### config.mk
export PLATFORM = sky130hd
export DESIGN_NAME = tag_check_2way_flat
export DESIGN_NICKNAME = d
export VERILOG_FILES = /design/src/rtl/tag_check_2way_if.sv /design/src/rtl/tag_check_2way.sv /design/src/flat_wrapper.sv
export SDC_FILE = /design/constraint.sdc
export NUM_CORES = 1
export LEC_CHECK = 0
export BUFFER_PORTS_ARGS = -buffer_cell sky130_fd_sc_hd__buf_2
export CORE_MARGIN = 3
export CORE_UTILIZATION = 34
export CTS_CLUSTER_DIAMETER = 200
export DETAILED_ROUTE_END_ITERATION = 6
export PLACE_DENSITY = 0.57
export SLEW_MARGIN = 20
export SYNTH_ARGS = -nofsm -noshare
export SYNTH_HDL_FRONTEND = slang
export SYNTH_SLANG_ARGS = --single-unit
### constraint.sdc
create_clock -name clock -period 2 [get_ports clock]
set_input_delay 0.1 -clock clock [delete_from_list [all_inputs] [get_ports clock]]
set_output_delay 0.1 -clock clock [all_outputs]
set_load 0.05 [all_outputs]
### src/rtl/tag_check_2way_if.sv
// Bundle for the 2-way tag checker: request handshake, shared tag RAM port pair
// and the one-cycle response pulse.
interface tag_check_2way_if #(
    parameter int AWIDTH = 3,
    parameter int TWIDTH = 12
);
    localparam int DWIDTH = TWIDTH + 2;

    // A request transfers on a rising edge where req_valid and req_ready are both 1;
    // req_ready is high only while idle, and the response has no backpressure.
    logic              req_valid;
    logic              req_ready;
    logic [AWIDTH-1:0] req_index;
    logic [TWIDTH-1:0] req_tag;
    logic              req_write;

    logic [AWIDTH-1:0] t_addr;
    logic              t0_we;
    logic              t1_we;
    logic [DWIDTH-1:0] t0_din;
    logic [DWIDTH-1:0] t1_din;
    logic [DWIDTH-1:0] t0_dout;
    logic [DWIDTH-1:0] t1_dout;

    logic              rsp_valid;
    logic              rsp_hit;
    logic              rsp_way;
    logic              rsp_evict;
    logic [TWIDTH-1:0] rsp_evict_tag;

    modport master (
        output req_valid, req_index, req_tag, req_write, t0_dout, t1_dout,
        input  req_ready, t_addr, t0_we, t1_we, t0_din, t1_din,
        input  rsp_valid, rsp_hit, rsp_way, rsp_evict, rsp_evict_tag
    );

    modport slave (
        input  req_valid, req_index, req_tag, req_write, t0_dout, t1_dout,
        output req_ready, t_addr, t0_we, t1_we, t0_din, t1_din,
        output rsp_valid, rsp_hit, rsp_way, rsp_evict, rsp_evict_tag
    );
endinterface

### src/rtl/tag_check_2way.sv
// Lookup/allocate controller for a 2-way set-associative cache: compares both tag
// RAM entries, tracks per-set LRU and writes the victim way on a miss.
module tag_check_2way #(
    parameter int AWIDTH = 3,
    parameter int TWIDTH = 12
) (
    input  logic                 clock,
    input  logic                 reset_n,
    tag_check_2way_if.slave      bus,
    output logic [1:0]           dbg_state,
    output logic [2**AWIDTH-1:0] dbg_lru
);
    localparam int DWIDTH = TWIDTH + 2;
    localparam int DEPTH  = 2 ** AWIDTH;

    typedef enum logic [1:0] {
        IDLE  = 2'd0,
        CMP   = 2'd1,
        ALLOC = 2'd2,
        RESP  = 2'd3
    } state_t;

    state_t            state;
    state_t            state_nxt;

    logic [AWIDTH-1:0] idx_q;
    logic [TWIDTH-1:0] tag_q;
    logic              wr_q;
    logic              hit_q;
    logic              way_q;
    logic              evict_q;
    logic [TWIDTH-1:0] evict_tag_q;
    logic [DEPTH-1:0]  lru;

    logic              valid0;
    logic              valid1;
    logic              hit0;
    logic              hit1;
    logic              hit;
    logic              victim;
    logic [DWIDTH-1:0] victim_entry;

    // Compare path: tag RAM data is valid in CMP, one cycle after the index was sampled.
    always_comb begin
        valid0       = bus.t0_dout[DWIDTH-1];
        valid1       = bus.t1_dout[DWIDTH-1];
        hit0         = valid0 && (bus.t0_dout[TWIDTH-1:0] == tag_q);
        hit1         = valid1 && (bus.t1_dout[TWIDTH-1:0] == tag_q);
        hit          = hit0 || hit1;
        if (!valid0) begin
            victim = 1'b0;
        end else if (!valid1) begin
            victim = 1'b1;
        end else begin
            victim = lru[idx_q];
        end
        victim_entry = victim ? bus.t1_dout : bus.t0_dout;
    end

    // State register
    always_ff @(posedge clock or negedge reset_n) begin
        if (!reset_n) begin
            state <= IDLE;
        end else begin
            state <= state_nxt;
        end
    end

    // Next-state logic
    always_comb begin
        state_nxt = state;
        unique case (state)
            IDLE:    if (bus.req_valid) state_nxt = CMP;
            CMP:     state_nxt = hit ? RESP : ALLOC;
            ALLOC:   state_nxt = RESP;
            RESP:    state_nxt = IDLE;
            default: state_nxt = IDLE;
        endcase
    end

    // Request latch, compare result and LRU
    always_ff @(posedge clock or negedge reset_n) begin
        if (!reset_n) begin
            idx_q       <= '0;
            tag_q       <= '0;
            wr_q        <= 1'b0;
            hit_q       <= 1'b0;
            way_q       <= 1'b0;
            evict_q     <= 1'b0;
            evict_tag_q <= '0;
            lru         <= '0;
        end else begin
            unique case (state)
                IDLE: begin
                    if (bus.req_valid) begin
                        idx_q <= bus.req_index;
                        tag_q <= bus.req_tag;
                        wr_q  <= bus.req_write;
                    end
                end
                CMP: begin
                    hit_q <= hit;
                    if (hit) begin
                        // Way 0 wins when both ways hold the tag.
                        way_q       <= !hit0;
                        evict_q     <= 1'b0;
                        evict_tag_q <= '0;
                        lru[idx_q]  <= hit0;
                    end else begin
                        way_q       <= victim;
                        evict_q     <= victim_entry[DWIDTH-1] && victim_entry[DWIDTH-2];
                        evict_tag_q <= victim_entry[DWIDTH-1] ? victim_entry[TWIDTH-1:0] : '0;
                    end
                end
                ALLOC: begin
                    lru[idx_q] <= !way_q;
                end
                RESP: begin
                end
                default: begin
                end
            endcase
        end
    end

    // Output logic: write data is shared by both ways; only the enables differ.
    always_comb begin
        bus.req_ready     = (state == IDLE);
        bus.t_addr        = (state == IDLE) ? bus.req_index : idx_q;
        bus.t0_we         = 1'b0;
        bus.t1_we         = 1'b0;
        bus.t0_din        = {1'b1, wr_q, tag_q};
        bus.t1_din        = {1'b1, wr_q, tag_q};
        bus.rsp_valid     = 1'b0;
        bus.rsp_hit       = 1'b0;
        bus.rsp_way       = 1'b0;
        bus.rsp_evict     = 1'b0;
        bus.rsp_evict_tag = '0;
        unique case (state)
            IDLE: begin
            end
            CMP: begin
                if (hit && wr_q) begin
                    bus.t0_we = hit0;
                    bus.t1_we = !hit0;
                end
            end
            ALLOC: begin
                bus.t0_we = !way_q;
                bus.t1_we = way_q;
            end
            RESP: begin
                bus.rsp_valid     = 1'b1;
                bus.rsp_hit       = hit_q;
                bus.rsp_way       = way_q;
                bus.rsp_evict     = evict_q;
                bus.rsp_evict_tag = evict_tag_q;
            end
            default: begin
            end
        endcase
    end

    assign dbg_state = state;
    assign dbg_lru   = lru;
endmodule
### src/flat_wrapper.sv
// flat-port wrapper written by rule: the top's interface ports become plain ports
module tag_check_2way_flat 
#(
    parameter int AWIDTH = 3,
    parameter int TWIDTH = 12
)
  (clock, reset_n, dbg_state, dbg_lru, bus_req_valid, bus_req_index, bus_req_tag, bus_req_write, bus_t0_dout, bus_t1_dout, bus_req_ready, bus_t_addr, bus_t0_we, bus_t1_we, bus_t0_din, bus_t1_din, bus_rsp_valid, bus_rsp_hit, bus_rsp_way, bus_rsp_evict, bus_rsp_evict_tag);
  tag_check_2way_if #(.AWIDTH(AWIDTH), .TWIDTH(TWIDTH)) bus_i ();
  input  logic clock;
  input  logic reset_n;
  output logic [1:0] dbg_state;
  output logic [2**AWIDTH-1:0] dbg_lru;
  input wire logic [$bits(bus_i.req_valid)-1:0] bus_req_valid;
  input wire logic [$bits(bus_i.req_index)-1:0] bus_req_index;
  input wire logic [$bits(bus_i.req_tag)-1:0] bus_req_tag;
  input wire logic [$bits(bus_i.req_write)-1:0] bus_req_write;
  input wire logic [$bits(bus_i.t0_dout)-1:0] bus_t0_dout;
  input wire logic [$bits(bus_i.t1_dout)-1:0] bus_t1_dout;
  output wire logic [$bits(bus_i.req_ready)-1:0] bus_req_ready;
  output wire logic [$bits(bus_i.t_addr)-1:0] bus_t_addr;
  output wire logic [$bits(bus_i.t0_we)-1:0] bus_t0_we;
  output wire logic [$bits(bus_i.t1_we)-1:0] bus_t1_we;
  output wire logic [$bits(bus_i.t0_din)-1:0] bus_t0_din;
  output wire logic [$bits(bus_i.t1_din)-1:0] bus_t1_din;
  output wire logic [$bits(bus_i.rsp_valid)-1:0] bus_rsp_valid;
  output wire logic [$bits(bus_i.rsp_hit)-1:0] bus_rsp_hit;
  output wire logic [$bits(bus_i.rsp_way)-1:0] bus_rsp_way;
  output wire logic [$bits(bus_i.rsp_evict)-1:0] bus_rsp_evict;
  output wire logic [$bits(bus_i.rsp_evict_tag)-1:0] bus_rsp_evict_tag;
  assign bus_i.req_valid = bus_req_valid;
  assign bus_i.req_index = bus_req_index;
  assign bus_i.req_tag = bus_req_tag;
  assign bus_i.req_write = bus_req_write;
  assign bus_i.t0_dout = bus_t0_dout;
  assign bus_i.t1_dout = bus_t1_dout;
  assign bus_req_ready = bus_i.req_ready;
  assign bus_t_addr = bus_i.t_addr;
  assign bus_t0_we = bus_i.t0_we;
  assign bus_t1_we = bus_i.t1_we;
  assign bus_t0_din = bus_i.t0_din;
  assign bus_t1_din = bus_i.t1_din;
  assign bus_rsp_valid = bus_i.rsp_valid;
  assign bus_rsp_hit = bus_i.rsp_hit;
  assign bus_rsp_way = bus_i.rsp_way;
  assign bus_rsp_evict = bus_i.rsp_evict;
  assign bus_rsp_evict_tag = bus_i.rsp_evict_tag;
  tag_check_2way #(.AWIDTH(AWIDTH), .TWIDTH(TWIDTH)) u_core (.clock(clock), .reset_n(reset_n), .bus(bus_i), .dbg_state(dbg_state), .dbg_lru(dbg_lru));
endmodule
Word-level counts from Yosys, hierarchy flattened
Index checks and enable logic that the tools add are counted.
{ "classes": {"n_reduce_logical": 12, "order_cmp": 2, "mux": 28, "eq_ne": 7} }
{ "op_table": {"columns": ["cell", "count"], "rows": [
  ["$mux 12", 3],
  ["$eq 12x12->1", 2],
  ["$bwmux 8", 2],
  ["$pmux 8 s2", 1],
  ["$mux 14", 1],
  ["$mux 1", 13],
  ["$mux 8", 1],
  ["$pmux 2 s4", 1],
  ["$logic_and 1x1->1", 5],
  ["$eq 2x2->1 const B", 2],
  ["$lt 3x4->1 const B", 1],
  ["$pmux 1 s2", 2],
  ["$reduce_and 2->1", 2],
  ["$bmux 1 s3", 1],
  ["$demux 1 s3", 1],
  ["$ge 3x1->1 const B", 1],
  ["$mux 3", 1],
  ["$eq 2x1->1 const B", 1],
  ["$logic_not 1->1", 2],
  ["$logic_not 2->1", 1],
  ["$mux 2", 1],
  ["$ne 2x1->1 const B", 1],
  ["$ne 2x2->1 const B", 1],
  ["$reduce_bool 2->1", 1],
  ["$logic_or 1x1->1", 1]
]} }
{ "word_totals": {"reg_bits": 41, "input_bits": 47} }

Depth between registers and ports, before layout
{ "logic_depth": {"depth_word": 7, "mapped_depth": 8} }

Worst setup path before layout
No wires, ideal clock.
{ "synth_timing": {"path_kind": "reg-to-output", "startpoint": "register u_core.tag_q[8]", "endpoint": "output bus_t0_we", "n_path_buf": 0, "slack_ps": -704, "stages_incl_launch_ff": 6, "t_arrival_ps": 2604, "path_cell_list": "dfrtp_1 > xnor2_1 > nand4_1 > nor4_1 > nand3_1 > a21boi_0"} }
{ "synth_between": {"elab_chain_len": 6, "elab_cells_between_ends": 8} }
{ "synth_rtl": {"columns": ["element", "line", "text"], "rows": [
  ["from (decl)", "tag_check_2way.sv:27", "logic [TWIDTH-1:0] tag_q;"],
  ["from (signal assigned)", "tag_check_2way.sv:97", "tag_q <= bus.req_tag;"],
  ["$eq 12x12->1 (on tied branches)", "tag_check_2way.sv:47, tag_check_2way.sv:48", null],
  ["$logic_and 1x1->1 (on tied branches)", "tag_check_2way.sv:47, tag_check_2way.sv:48", null],
  ["$logic_or 1x1->1", "tag_check_2way.sv:49", "hit = hit0 || hit1;"],
  ["$logic_and 1x1->1", "tag_check_2way.sv:143", "if (hit && wr_q) begin"],
  ["$mux 1 *", "tag_check_2way.sv:143", null],
  ["$pmux 1 s2 *", "tag_check_2way.sv:139", "unique case (state)"],
  ["to (decl)", "flat_wrapper.sv:21", "output wire logic [$bits(bus_i.t0_we)-1:0] bus_t0_we;"]
]} }
Every way passes the cells marked *; elsewhere a longest branch is shown, timed or not.

Worst setup path in the final report
{ "layout_timing": {"startpoint": "register u_core.tag_q[6]", "endpoint": "output bus_t1_we"} }
{ "layout_between": {"elab_chain_len": 6, "elab_cells_between_ends": 9} }
{ "layout_rtl": {"columns": ["element", "line", "text"], "rows": [
  ["$eq 12x12->1 (on tied branches)", "tag_check_2way.sv:47, tag_check_2way.sv:48", null],
  ["$logic_and 1x1->1 (on tied branches)", "tag_check_2way.sv:47, tag_check_2way.sv:48", null],
  ["$logic_or 1x1->1", "tag_check_2way.sv:49", null],
  ["$logic_and 1x1->1", "tag_check_2way.sv:143", null],
  ["$mux 1 *", "tag_check_2way.sv:143", null],
  ["$pmux 1 s2 *", "tag_check_2way.sv:139", null],
  ["to (decl)", "flat_wrapper.sv:22", "output wire logic [$bits(bus_i.t1_we)-1:0] bus_t1_we;"]
]} }
Marked as above.

==> results.rst <==
.. list-table::
   :header-rows: 1

   * - Metric
     - Value
   * - Critical Path Most Common Cell
     - sky130_fd_sc_hd__buf_6
   * - Count of final setup violators
     - 10
   * - Worst reg2reg setup slack
     - -0.08 ns
   * - Power per Cell Area
     - 1980 mW/mm^2
   * - Cell Count, Final, Fillers Out
     - 452
   * - Final Critical Period
     - 2.17 ns
   * - Footprint of the multi-input gates
     - 0.00160 mm^2
   * - Required time reported for the critical path endpoint
     - 1.90 ns
   * - Final clock period utilization by the worst path
     - 1.09
   * - Worst setup timing slack at the placement stage
     - -0.0545 ns
   * - Post-Place Cells
     - 433
   * - Routed vias
     - 2160
   * - Instance count along the most critical hold path
     - 2
   * - Total count of hold-check failures in the final report
     - 0
   * - Final net count
     - 403
   * - Number of clock sinks seen by CTS
     - 41
   * - TritonCTS clock tree
     - built
   * - Worst Setup Slack, final
     - -0.172 ns
   * - Global-route wire length before repair
     - 11600 um
   * - Reg clk slew, reported paths
     - 0.10 ns
   * - Peak supply drop
     - 0.915 mV
   * - DRC viols
     - 0
   * - Run status
     - finished, violations left
   * - Post-DR vias/cell
     - 4.78
   * - Die outline width
     - 93.8 um
   * - Full die area
     - 0.00880 mm^2
   * - CTS root buf
     - sky130_fd_sc_hd__clkbuf_8
   * - Basic-gate share of the synthesized area counting and, or, nand and nor cells
     - 0.136
   * - Worst setup skew after layout
     - 0.0151 ns
   * - Core Region
     - 0.00737 mm^2
   * - Iteration count of the initial detailed-routing pass
     - 5
   * - Skew-Pair Late Insertion Delay
     - 0.31 ns
   * - Footprint of the flip-flops and latches
     - 0.00104 mm^2
   * - Number of synthesized flops with an enable pin
     - 0
   * - Worst hold slack after final layout
     - 0.0122 ns
   * - Die Y-Extent
     - 93.8 um
   * - Kind of start point of the critical path
     - flop
   * - Post-synth top flop
     - sky130_fd_sc_hd__dfrtp_1
   * - Xor/xnor cell area share of the yosys netlist
     - 0.0802
   * - Routed wire length
     - 7390 um
   * - Final Wtd Congestion
     - 0.798
   * - Share of layout cells above drive strength 1
     - 0.626
   * - Final instance area
     - 0.00371 mm^2
   * - Failing checks
     - negative setup slack
   * - Post-DR wirelength/cell
     - 16.3 um
   * - Hold path start
     - bus_req_tag[8]
   * - Leading cell type in the layout, fill and taps excluded
     - sky130_fd_sc_hd__buf_2
   * - Cell with the largest stage delay on the worst path
     - sky130_fd_sc_hd__o41a_1
   * - GRT Residual Overflow
     - 0
   * - Placement Rows
     - 31
   * - Yosys reg bits
     - 41
   * - Initial antenna violation count
     - 0
   * - H-tree depth
     - 2
   * - Critical path endpoint category
     - output pin
   * - Sequential element share of the synthesized area
     - 0.392
   * - Adder-cell share of the synthesized area
     - 0.0191
   * - Total of fill cells in the finished design
     - 703
   * - Startpoint-to-endpoint class of the critical path
     - reg2out
   * - Post-synth ARST share
     - 1.00
   * - Worst Reg2Reg Path Length in Cells
     - 8
   * - Largest driver fanout on the critical path
     - 2
   * - Share of synthesized area spent on multiplexers
     - 0.131
   * - Number of warning messages in the yosys log
     - 0
   * - HPWL Detailed
     - 5400 um
   * - Avg Cell Area, Syn
     - 11.0 um^2
   * - Delay of the slowest critical-path stage
     - 0.47 ns
   * - Maximum frequency from static timing analysis
     - 0.460 GHz
   * - Arrival time worst endpoint
     - 2.07 ns
   * - Setup TNS Final
     - -0.867 ns
   * - IO buf count
     - 104
   * - Routed Antenna Nets
     - 0
   * - Synth Area in Compound Gates
     - 0.155
   * - Source of the worst register-to-register timing path
     - u_core.tag_q[6]
   * - Area post-placement
     - 0.00328 mm^2
   * - Static leakage power
     - 1.74 nW
   * - RSZ-0062 raised after global routing
     - yes
   * - Synthesized instance count
     - 238
   * - Deepest clock path buffer count
     - 2
   * - Cells traversed along the worst timing path
     - buf_6, xnor2_2, nand4_1, o41a_1, a22oi_2, nor2b_4, buf_6
   * - IO Pins
     - 107
   * - Pin count of the biggest net entering global routing
     - 42
   * - Antenna Diode Count
     - 0
   * - Synth cell types
     - 45
   * - Layout-stage area growth over the synthesis result
     - 41.7%
   * - Global-route usage over all layers
     - 0.171
   * - Worst hold endpoint
     - u_core.tag_q[8]
   * - Count of pins over their slew limit
     - 0
   * - Worst hold-check path type
     - in2reg
   * - Total clock buffers created by CTS
     - 5
   * - Vias in the first global route
     - 2221
   * - Dominant combinational cell family by area after synthesis
     - compound AO/OA/AOI/OAI gates
   * - Endpoint of the worst-slack reg-to-reg timing path
     - u_core.dbg_lru[5]
   * - Most frequent cells in the layout
     - sky130_fd_sc_hd__buf_2, sky130_fd_sc_hd__dfrtp_1, sky130_fd_sc_hd__mux2_2
   * - Number of maximum-capacitance violations
     - 0
   * - Post-synthesis instance area
     - 0.00262 mm^2
   * - Starting density of the core
     - 0.356
   * - Initial DRC Count
     - 28
## metal layers
layer / vias to the layer above / wire length, um / GRT usage
met5: - / 0 / 0
met2: 65 / 3590 / 0.284
met1: 1028 / 3280 / 0.221
met4: 0 / 115 / 0.0566
met3: 10 / 403 / 0.0369
li1: 1057 / - / -
## kinds of logic after synthesis
group,count (synthesis)
buf+inv,32
compound gates,44
simple gates,60
xor+xnor,24
fa+ha+maj,4
flops,41
other cells,1
mux,32
## power breakdown
part           internal, mW  switching (mW)
logic                  1.79            3.23
clock network         0.248           0.330
registers              1.28           0.463
total                  3.32            4.02
## worst max-delay path: cells and delay by family (launching register included)
kind,cells,cell delay (ns)
xor gates and xnor gates,1,0.15
DFF,1,0.42
buffers and inverters,2,0.27
and+or+nand+nor,2,0.26
AOI/OAI and AO/OA,2,0.65
## registers in the layout (all words and copies together) (netlist names)
signal              count
u_core.dbg_lru          8
u_core.dbg_state        2
u_core.way_q            1
u_core.evict_tag_q     12
u_core.tag_q           12
u_core.wr_q             1
u_core.hit_q            1
u_core.evict_q          1
u_core.idx_q            3
## cell usage after synthesis, types with 5 or more instances
cell type | instances | share of area
sky130_fd_sc_hd__and2_1 | 15 | 0.036
sky130_fd_sc_hd__nand2_1 | 5 | 0.0072
sky130_fd_sc_hd__nor2_1 | 13 | 0.019
sky130_fd_sc_hd__a21oi_1 | 10 | 0.019
sky130_fd_sc_hd__xnor2_1 | 24 | 0.080
sky130_fd_sc_hd__buf_4 | 17 | 0.049
sky130_fd_sc_hd__mux2_2 | 18 | 0.077
sky130_fd_sc_hd__dfrtp_1 | 41 | 0.39
sky130_fd_sc_hd__mux2i_1 | 14 | 0.053
sky130_fd_sc_hd__o2bb2ai_2 | 10 | 0.057
sky130_fd_sc_hd__inv_1 | 6 | 0.0086
## worst max-delay path by stage
stage | depth (start not counted) | to | start | slack, ns
5_1_grt | 7 | bus_t1_we | u_core.tag_q[6] | -0.26
3_5_place_dp | 8 | bus_t1_we | u_core.tag_q[0] | -0.05
6_report | 7 | bus_t1_we | u_core.tag_q[6] | -0.17
4_1_cts | 8 | bus_t1_we | u_core.tag_q[9] | -0.21
3_3_place_gp | 8 | bus_t1_we | u_core.tag_q[10] | -0.06
2_1_floorplan | 7 | bus_t1_we | u_core.tag_q[6] | 0.002
## repair_timing
action	in CTS	in global routing
endpoints found under the hold margin	42	0
pin swaps	11	24
buffers inserted	6	3
resized for setup	15	23
hold buffers	2	0
gates cloned	0	1
endpoints found under the setup margin	3	25
## final cells by class
cell class / count / area share
flip-flops and latches: 41 / 0.281
multi-input cells: 166 / 0.431
well taps: 99 / 0.0334
repair buffers: 132 / 0.224
clock inverters: 3 / 0.00607
inverters: 6 / 0.00607
clock buffers: 5 / 0.0185
## metrics by stage
step | power [mW] | util
2_1_floorplan | 5.42 | -
3_3_place_gp | 6.33 | 0.446
3_5_place_dp | 6.37 | 0.446
4_1_cts | 7.12 | 0.477
5_1_grt | 7.76 | 0.504
6_report | 7.34 | 0.504
Power figures use the tool's default switching activity.
